## src/rtl/osd_cmd_tx_if.sv

```systemverilog
// Request, staging-RAM and OSD-link signals grouped for osd_cmd_tx.
// The master side issues requests and serves RAM reads; the slave side is the transmitter.
interface osd_cmd_tx_if;
   logic        cmd_valid;
   logic        cmd_ready;
   logic [1:0]  cmd_op;
   logic [3:0]  cmd_line;
   logic [8:0]  cmd_len;
   logic        rd_en;
   logic [11:0] rd_addr;
   logic [7:0]  rd_data;
   logic        io_osd;
   logic        io_strobe;
   logic [7:0]  io_dout;
   logic        busy;
   logic        done;

   modport master (
      output cmd_valid, cmd_op, cmd_line, cmd_len, rd_data,
      input  cmd_ready, rd_en, rd_addr, io_osd, io_strobe, io_dout, busy, done
   );

   modport slave (
      input  cmd_valid, cmd_op, cmd_line, cmd_len, rd_data,
      output cmd_ready, rd_en, rd_addr, io_osd, io_strobe, io_dout, busy, done
   );
endinterface

```

## src/rtl/osd_cmd_tx.sv

```systemverilog
// OSD command transmitter: turns enable/disable/write-line requests into
// io_osd / io_strobe / io_dout byte sequences, fetching payload from a staging RAM.
module osd_cmd_tx #(
   parameter int SETUP_CYC = 1,
   parameter int STROBE_HI = 2,
   parameter int STROBE_LO = 2,
   parameter int GAP_CYC   = 2
) (
   input logic          clk_sys,
   input logic          reset_n,
   osd_cmd_tx_if.slave  bus
);

   typedef enum logic [2:0] {
      IDLE, SETUP, HIGH, LOW, FETCH, CAP, TAIL
   } state_t;

   localparam logic [15:0] SETUP_LAST = 16'(SETUP_CYC - 1);
   localparam logic [15:0] HI_LAST    = 16'(STROBE_HI - 1);
   localparam logic [15:0] LO_LAST    = 16'(STROBE_LO - 1);
   localparam logic [15:0] GAP_LAST   = 16'(GAP_CYC - 1);

   state_t      state_q, state_d;
   logic [15:0] cnt_q, cnt_d;
   logic        isWrite_q, isWrite_d;
   logic [3:0]  line_q, line_d;
   logic [8:0]  nLeft_q, nLeft_d;
   logic [7:0]  idx_q, idx_d;
   logic [7:0]  dout_q, dout_d;
   logic        done_q, done_d;
   logic [7:0]  cmdByte;

   // State and datapath registers; reset drops the frame with no tail gap.
   always_ff @(posedge clk_sys) begin
      if (!reset_n) begin
         state_q   <= IDLE;
         cnt_q     <= '0;
         isWrite_q <= 1'b0;
         line_q    <= '0;
         nLeft_q   <= '0;
         idx_q     <= '0;
         dout_q    <= '0;
         done_q    <= 1'b0;
      end else begin
         state_q   <= state_d;
         cnt_q     <= cnt_d;
         isWrite_q <= isWrite_d;
         line_q    <= line_d;
         nLeft_q   <= nLeft_d;
         idx_q     <= idx_d;
         dout_q    <= dout_d;
         done_q    <= done_d;
      end
   end

   // Reserved op 3 behaves as enable.
   always_comb begin
      case (bus.cmd_op)
         2'd0:    cmdByte = 8'h40;
         2'd2:    cmdByte = {4'h2, bus.cmd_line};
         default: cmdByte = 8'h41;
      endcase
   end

   // Next-state logic; cnt_q counts cycles spent in the current timed state.
   always_comb begin
      state_d   = state_q;
      cnt_d     = cnt_q + 16'd1;
      isWrite_d = isWrite_q;
      line_d    = line_q;
      nLeft_d   = nLeft_q;
      idx_d     = idx_q;
      dout_d    = dout_q;
      done_d    = 1'b0;
      case (state_q)
         IDLE: begin
            cnt_d = '0;
            if (bus.cmd_valid) begin
               isWrite_d = (bus.cmd_op == 2'd2);
               line_d    = bus.cmd_line;
               nLeft_d   = (bus.cmd_len > 9'd256) ? 9'd256 : bus.cmd_len;
               idx_d     = '0;
               dout_d    = cmdByte;
               state_d   = SETUP;
            end
         end
         SETUP: begin
            if (cnt_q == SETUP_LAST) begin
               cnt_d   = '0;
               state_d = HIGH;
            end
         end
         HIGH: begin
            if (cnt_q == HI_LAST) begin
               cnt_d   = '0;
               state_d = LOW;
            end
         end
         LOW: begin
            if (cnt_q == LO_LAST) begin
               cnt_d   = '0;
               state_d = (isWrite_q && nLeft_q != 9'd0) ? FETCH : TAIL;
            end
         end
         FETCH: begin
            cnt_d   = '0;
            state_d = CAP;
         end
         CAP: begin
            cnt_d   = '0;
            dout_d  = bus.rd_data;
            idx_d   = idx_q + 8'd1;
            nLeft_d = nLeft_q - 9'd1;
            state_d = SETUP;
         end
         TAIL: begin
            dout_d = '0;
            if (cnt_q == GAP_LAST) begin
               cnt_d   = '0;
               done_d  = 1'b1;
               state_d = IDLE;
            end
         end
         default: begin
            cnt_d   = '0;
            state_d = IDLE;
         end
      endcase
   end

   // Outputs decode from the registered state so a reset takes effect the next cycle.
   always_comb begin
      bus.cmd_ready = (state_q == IDLE) && reset_n;
      bus.busy      = (state_q != IDLE);
      bus.done      = done_q;
      bus.io_osd    = (state_q == SETUP) || (state_q == HIGH) || (state_q == LOW) ||
                      (state_q == FETCH) || (state_q == CAP);
      bus.io_strobe = (state_q == HIGH);
      bus.io_dout   = bus.io_osd ? dout_q : 8'h00;
      bus.rd_en     = (state_q == FETCH);
      bus.rd_addr   = (state_q == FETCH) ? {line_q, idx_q} : 12'h000;
   end

endmodule
```

## src/flat_wrapper.sv

```systemverilog
// flat-port wrapper written by rule: the top's interface ports become plain ports
module osd_cmd_tx_flat 
#(
   parameter int SETUP_CYC = 1,
   parameter int STROBE_HI = 2,
   parameter int STROBE_LO = 2,
   parameter int GAP_CYC   = 2
)
  (clk_sys, reset_n, bus_cmd_valid, bus_cmd_op, bus_cmd_line, bus_cmd_len, bus_rd_data, bus_cmd_ready, bus_rd_en, bus_rd_addr, bus_io_osd, bus_io_strobe, bus_io_dout, bus_busy, bus_done);
  osd_cmd_tx_if bus_i ();
  input logic clk_sys;
  input logic reset_n;
  input wire logic [$bits(bus_i.cmd_valid)-1:0] bus_cmd_valid;
  input wire logic [$bits(bus_i.cmd_op)-1:0] bus_cmd_op;
  input wire logic [$bits(bus_i.cmd_line)-1:0] bus_cmd_line;
  input wire logic [$bits(bus_i.cmd_len)-1:0] bus_cmd_len;
  input wire logic [$bits(bus_i.rd_data)-1:0] bus_rd_data;
  output wire logic [$bits(bus_i.cmd_ready)-1:0] bus_cmd_ready;
  output wire logic [$bits(bus_i.rd_en)-1:0] bus_rd_en;
  output wire logic [$bits(bus_i.rd_addr)-1:0] bus_rd_addr;
  output wire logic [$bits(bus_i.io_osd)-1:0] bus_io_osd;
  output wire logic [$bits(bus_i.io_strobe)-1:0] bus_io_strobe;
  output wire logic [$bits(bus_i.io_dout)-1:0] bus_io_dout;
  output wire logic [$bits(bus_i.busy)-1:0] bus_busy;
  output wire logic [$bits(bus_i.done)-1:0] bus_done;
  assign bus_i.cmd_valid = bus_cmd_valid;
  assign bus_i.cmd_op = bus_cmd_op;
  assign bus_i.cmd_line = bus_cmd_line;
  assign bus_i.cmd_len = bus_cmd_len;
  assign bus_i.rd_data = bus_rd_data;
  assign bus_cmd_ready = bus_i.cmd_ready;
  assign bus_rd_en = bus_i.rd_en;
  assign bus_rd_addr = bus_i.rd_addr;
  assign bus_io_osd = bus_i.io_osd;
  assign bus_io_strobe = bus_i.io_strobe;
  assign bus_io_dout = bus_i.io_dout;
  assign bus_busy = bus_i.busy;
  assign bus_done = bus_i.done;
  osd_cmd_tx #(.SETUP_CYC(SETUP_CYC), .STROBE_HI(STROBE_HI), .STROBE_LO(STROBE_LO), .GAP_CYC(GAP_CYC)) u_core (.clk_sys(clk_sys), .reset_n(reset_n), .bus(bus_i));
endmodule
```

## config.mk

```make
export PLATFORM = sky130hd
export DESIGN_NAME = osd_cmd_tx_flat
export DESIGN_NICKNAME = d
export VERILOG_FILES = /design/src/rtl/osd_cmd_tx_if.sv /design/src/rtl/osd_cmd_tx.sv /design/src/flat_wrapper.sv
export SDC_FILE = /design/constraint.sdc
export NUM_CORES = 1
export LEC_CHECK = 0
export CAP_MARGIN = 20
export CORE_ASPECT_RATIO = 0.5
export CORE_MARGIN = 1
export CORE_UTILIZATION = 35
export CTS_CLUSTER_SIZE = 10
export DETAILED_ROUTE_END_ITERATION = 6
export PLACE_DENSITY = 0.64
export SYNTH_ARGS = -nofsm -noshare
export SYNTH_HDL_FRONTEND = slang
export SYNTH_SLANG_ARGS = --single-unit
```

## constraint.sdc

```tcl
create_clock -name clk_sys -period 1.85 [get_ports clk_sys]
set_input_delay 0.185 -clock clk_sys [delete_from_list [all_inputs] [get_ports clk_sys]]
set_output_delay 0.185 -clock clk_sys [all_outputs]
set_load 0.02 [all_outputs]
```

==> results.toml <==
[routing]
vias_per_cell = 5.21
vias = 2510
first_pass_iters = 4
drt-initial-drc-count = 124
drcViolationCount = 0
wl_per_cell_um = 13.9
ant_nets = 0
wirelength_mm = 6.72

[timing]
hold_ws_ps = 457
setup_violations = 0
worst_pin_slew_ps = 435
grt_setup_unrepaired = "yes"
slew_violations = 0
clock_skew_ps = 8.60
finalHoldViolations = 0
finalCritPeriodShare_pct = 97.2
slew_headroom_pct = 70.7
fin_crit_ps = 1800
max_freq_mhz = 556

[grt]
grtUsageTotal_pct = 18.4
antenna_found_initial = 0
grt_pass1_vias = 2496
grt_max_degree = 18
overflow = 0
grt_pass1_wl_mm = 11.3

[setup_path]
cp_slowest_cell = "dfxtp_2"
cp_data_required_time_ps = 1660
worstSetupPathType = "reg -> out"
worstReg2RegEnd = "u_core.state_q[1]$_SDFFE_PN0P_"
startpoint_type = "flop"
rr_worst_depth = 5
cp_data_arrival_time_ps = 1610
path_cells = "buf_4, nor3_4, inv_2, and3_1, dlygate4sd2_1"
reg2reg_slack_ps = 80
crit_family = "buffers and inverters"
path_buf_inv = 3
worst-path-max-fanout = 11
r2r_start = "u_core.nLeft_q[3]$_SDFFE_PN0P_"
endpoint_kind = "primary output"
max_stage_delay_ps = 350

[clock_tree]
cts.sinks = 50
cts_made_buffers = 5
cts_root_buf = "clkbuf_16"
clk_pin_slew_ps = 60
cts.hold.buffers_added = 0
cts_buffer_depth = 2
clk_latency_ps = 290
cts_tree = "yes"
h-tree-depth = 2

[logic_synthesis]
synth_area_um2 = 2550
ys_types = 44
yosysWarnings = 0
synth_seq_cells = 50
async_flop_share_pct = 0
avgSynthCellArea_um2 = 7.98
yosysTopAreaCell = "dfxtp_1"
synth_top_area_share_pct = 39.2
synth_cells = 320
ys.flop_type = "dfxtp_1"
synth.area.top_cells = "dfxtp_1, and3_1, nor2_1"
ys_seq_area_share_pct = 39.2
syn_nets = 351
synth_edf_count = 0

[final_layout]
multi_input_area_um2 = 1500
seq_area_um2 = 1010
syn_to_final_growth_pct = 38.7
design_area_um2 = 3540
fillCellCount = 654
fin_util_pct = 51.6
n_antenna_cell = 0
nets = 420
drive_above_1_share_pct = 15.4

[power]
p_per_area_nw_per_um2 = 878
leakage_uw = 0.00148
ir_drop_mv = 0.434

[place]
place.gp.congestion = 0.812
place_area_um2 = 3340
dp_hpwl_mm = 4.96
port_buffers = 51

[die]
die_area_um2 = 7660
fp.coreArea_um2 = 6860
num_rows = 21
dieWidth_um = 123
die_h_um = 62.4
ios = 52
initial_utilization_pct = 37.2

[hold_path]
min-delay-start = "u_core.line_q[1]$_SDFFE_PN0P_"
worstHoldPathType = "reg -> reg"
hold_depth = 2
holdPathEnd = "u_core.line_q[1]$_SDFFE_PN0P_"

[run_status]
status = "finished, final reports clean"

[run]
drv_cap = 0
==> power breakdown <==
group | total, uW | switching, uW | leakage, uW | internal [uW]
Clock | 941 | 405 | 0.0000729 | 536
Sequential | 1210 | 56.8 | 0.000408 | 1160
Combinational | 954 | 525 | 0.00100 | 429
Total | 3110 | 986 | 0.00148 | 2120
==> worst max-delay path by stage <==
stage                                                 to                            from  depth (start not counted)  slack [ps]
after floorplan           u_core.state_q[1]$_SDFFE_PN0P_  u_core.nLeft_q[3]$_SDFFE_PN0P_                          5          80
after global placement    u_core.nLeft_q[3]$_SDFFE_PN0P_                   bus_cmd_valid                          6        -150
after detailed placement  u_core.nLeft_q[1]$_SDFFE_PN0P_                   bus_cmd_valid                          5        -230
after CTS                                 bus_io_dout[6]  u_core.state_q[0]$_SDFFE_PN0P_                          5          -7
after global routing      u_core.state_q[1]$_SDFFE_PN0P_  u_core.nLeft_q[3]$_SDFFE_PN0P_                          5         -30
final                                     bus_io_dout[6]  u_core.state_q[0]$_SDFFE_PN0P_                          5          50
==> layer usage <==
metal  vias up  share of wire [%]  wire length, um  global-route usage, %
met5         -                  0                0                      0
met4         0               0.42               28                   4.57
met3         3                2.7              183                   3.65
met2        31                 50             3340                   32.6
met1      1206                 47             3160                   22.7
li1       1270                  -                -                      -
==> layout make-up <==
cell class | count | area share [%]
timing repair buffer | 82 | 20.6
multi-input combinational | 240 | 42.4
inverter | 10 | 1.06
clock inverter | 2 | 0.353
clock buffer | 6 | 3.92
sequential | 50 | 28.4
tap | 92 | 3.25
==> cells by family after synthesis <==
group | count (synthesis) | synth area share (%)
mux | 2 | 0.784
xor+xnor | 15 | 5.15
buf+inv | 30 | 4.66
flops | 50 | 39.2
simple gates | 156 | 32.2
fa+ha+maj | 5 | 2.45
compound gates | 62 | 15.5
==> synthesized netlist by cell type (2+ instances only) <==
cell       n
dfxtp_1   50
nor2_1    40
nand2_1   29
and3_1    24
a21oi_1   21
clkbuf_1  15
o21ai_0   11
inv_1     10
nand3_1   10
xor2_1     9
a21boi_0   8
nor3_1     8
nand4_1    7
nor4_1     6
xnor2_1    6
a22oi_1    5
ha_1       5
or3_1      5
a221oi_1   4
buf_2      4
nand2b_1   4
nor2b_1    4
nor3b_1    4
and2_1     3
o211ai_1   3
a31oi_1    2
and3b_1    2
mux2i_1    2
nand3b_1   2
o311ai_0   2
or4_1      2
==> cells in the final DEF, fill, tap and decap left out, types with 5 or more instances in the layout <==
cell type | synthesis | layout
nand3_1 | 10 | 10
clkbuf_16 | 0 | 5
inv_1 | 10 | 9
o21ai_0 | 11 | 10
nand4_1 | 7 | 7
dlygate4sd2_1 | 0 | 23
xor2_1 | 9 | 9
buf_4 | 0 | 29
nor3_1 | 8 | 7
dfxtp_1 | 50 | 46
a21boi_0 | 8 | 7
and3_1 | 24 | 24
ha_1 | 5 | 5
a21oi_1 | 21 | 21
nor2_1 | 40 | 38
xnor2_1 | 6 | 6
nand2_1 | 29 | 28
clkdlybuf4s50_1 | 0 | 26
==> worst reg2reg max path, cell delays in order, from the launching register on <==
cell     delay, ps
dfxtp_1        310
or4_4          570
nor4_4         180
nor3b_1         80
or4_1          420
mux2i_1        140
==> flip-flops by register name, indices dropped and copies added, names as in the netlist <==
| name | flops |
|---|---|
| u_core.state_q | 3 |
| u_core.cnt_q | 16 |
| u_core.bus.done | 1 |
| u_core.nLeft_q | 9 |
| u_core.line_q | 4 |
| u_core.isWrite_q | 1 |
| u_core.idx_q | 8 |
| u_core.dout_q | 8 |
==> timing repair <==
| action | CTS | global route |
|---|---|---|
| gates resized for setup | 34 | 18 |
| pin swaps | 0 | 2 |
| setup endpoints to repair | 33 | 32 |
| buffers inserted | 0 | 0 |
==> through the flow <==
| stage | cells | power, uW | setup TNS (ps) | worst slack (ps) |
|---|---|---|---|---|
| 2_1_floorplan | 320 | 1750 | 0 | 83.8 |
| 3_3_place_gp | 474 | 2130 | -2110 | -152 |
| 3_5_place_dp | 474 | 2160 | -3400 | -230 |
| 4_1_cts | 482 | 3100 | -6.81 | -6.81 |
| 5_1_grt | 482 | 3270 | -26.2 | -26.2 |
| 6_report | 482 | 3110 | 0 | 51.4 |
Power figures use the tool's default switching activity.
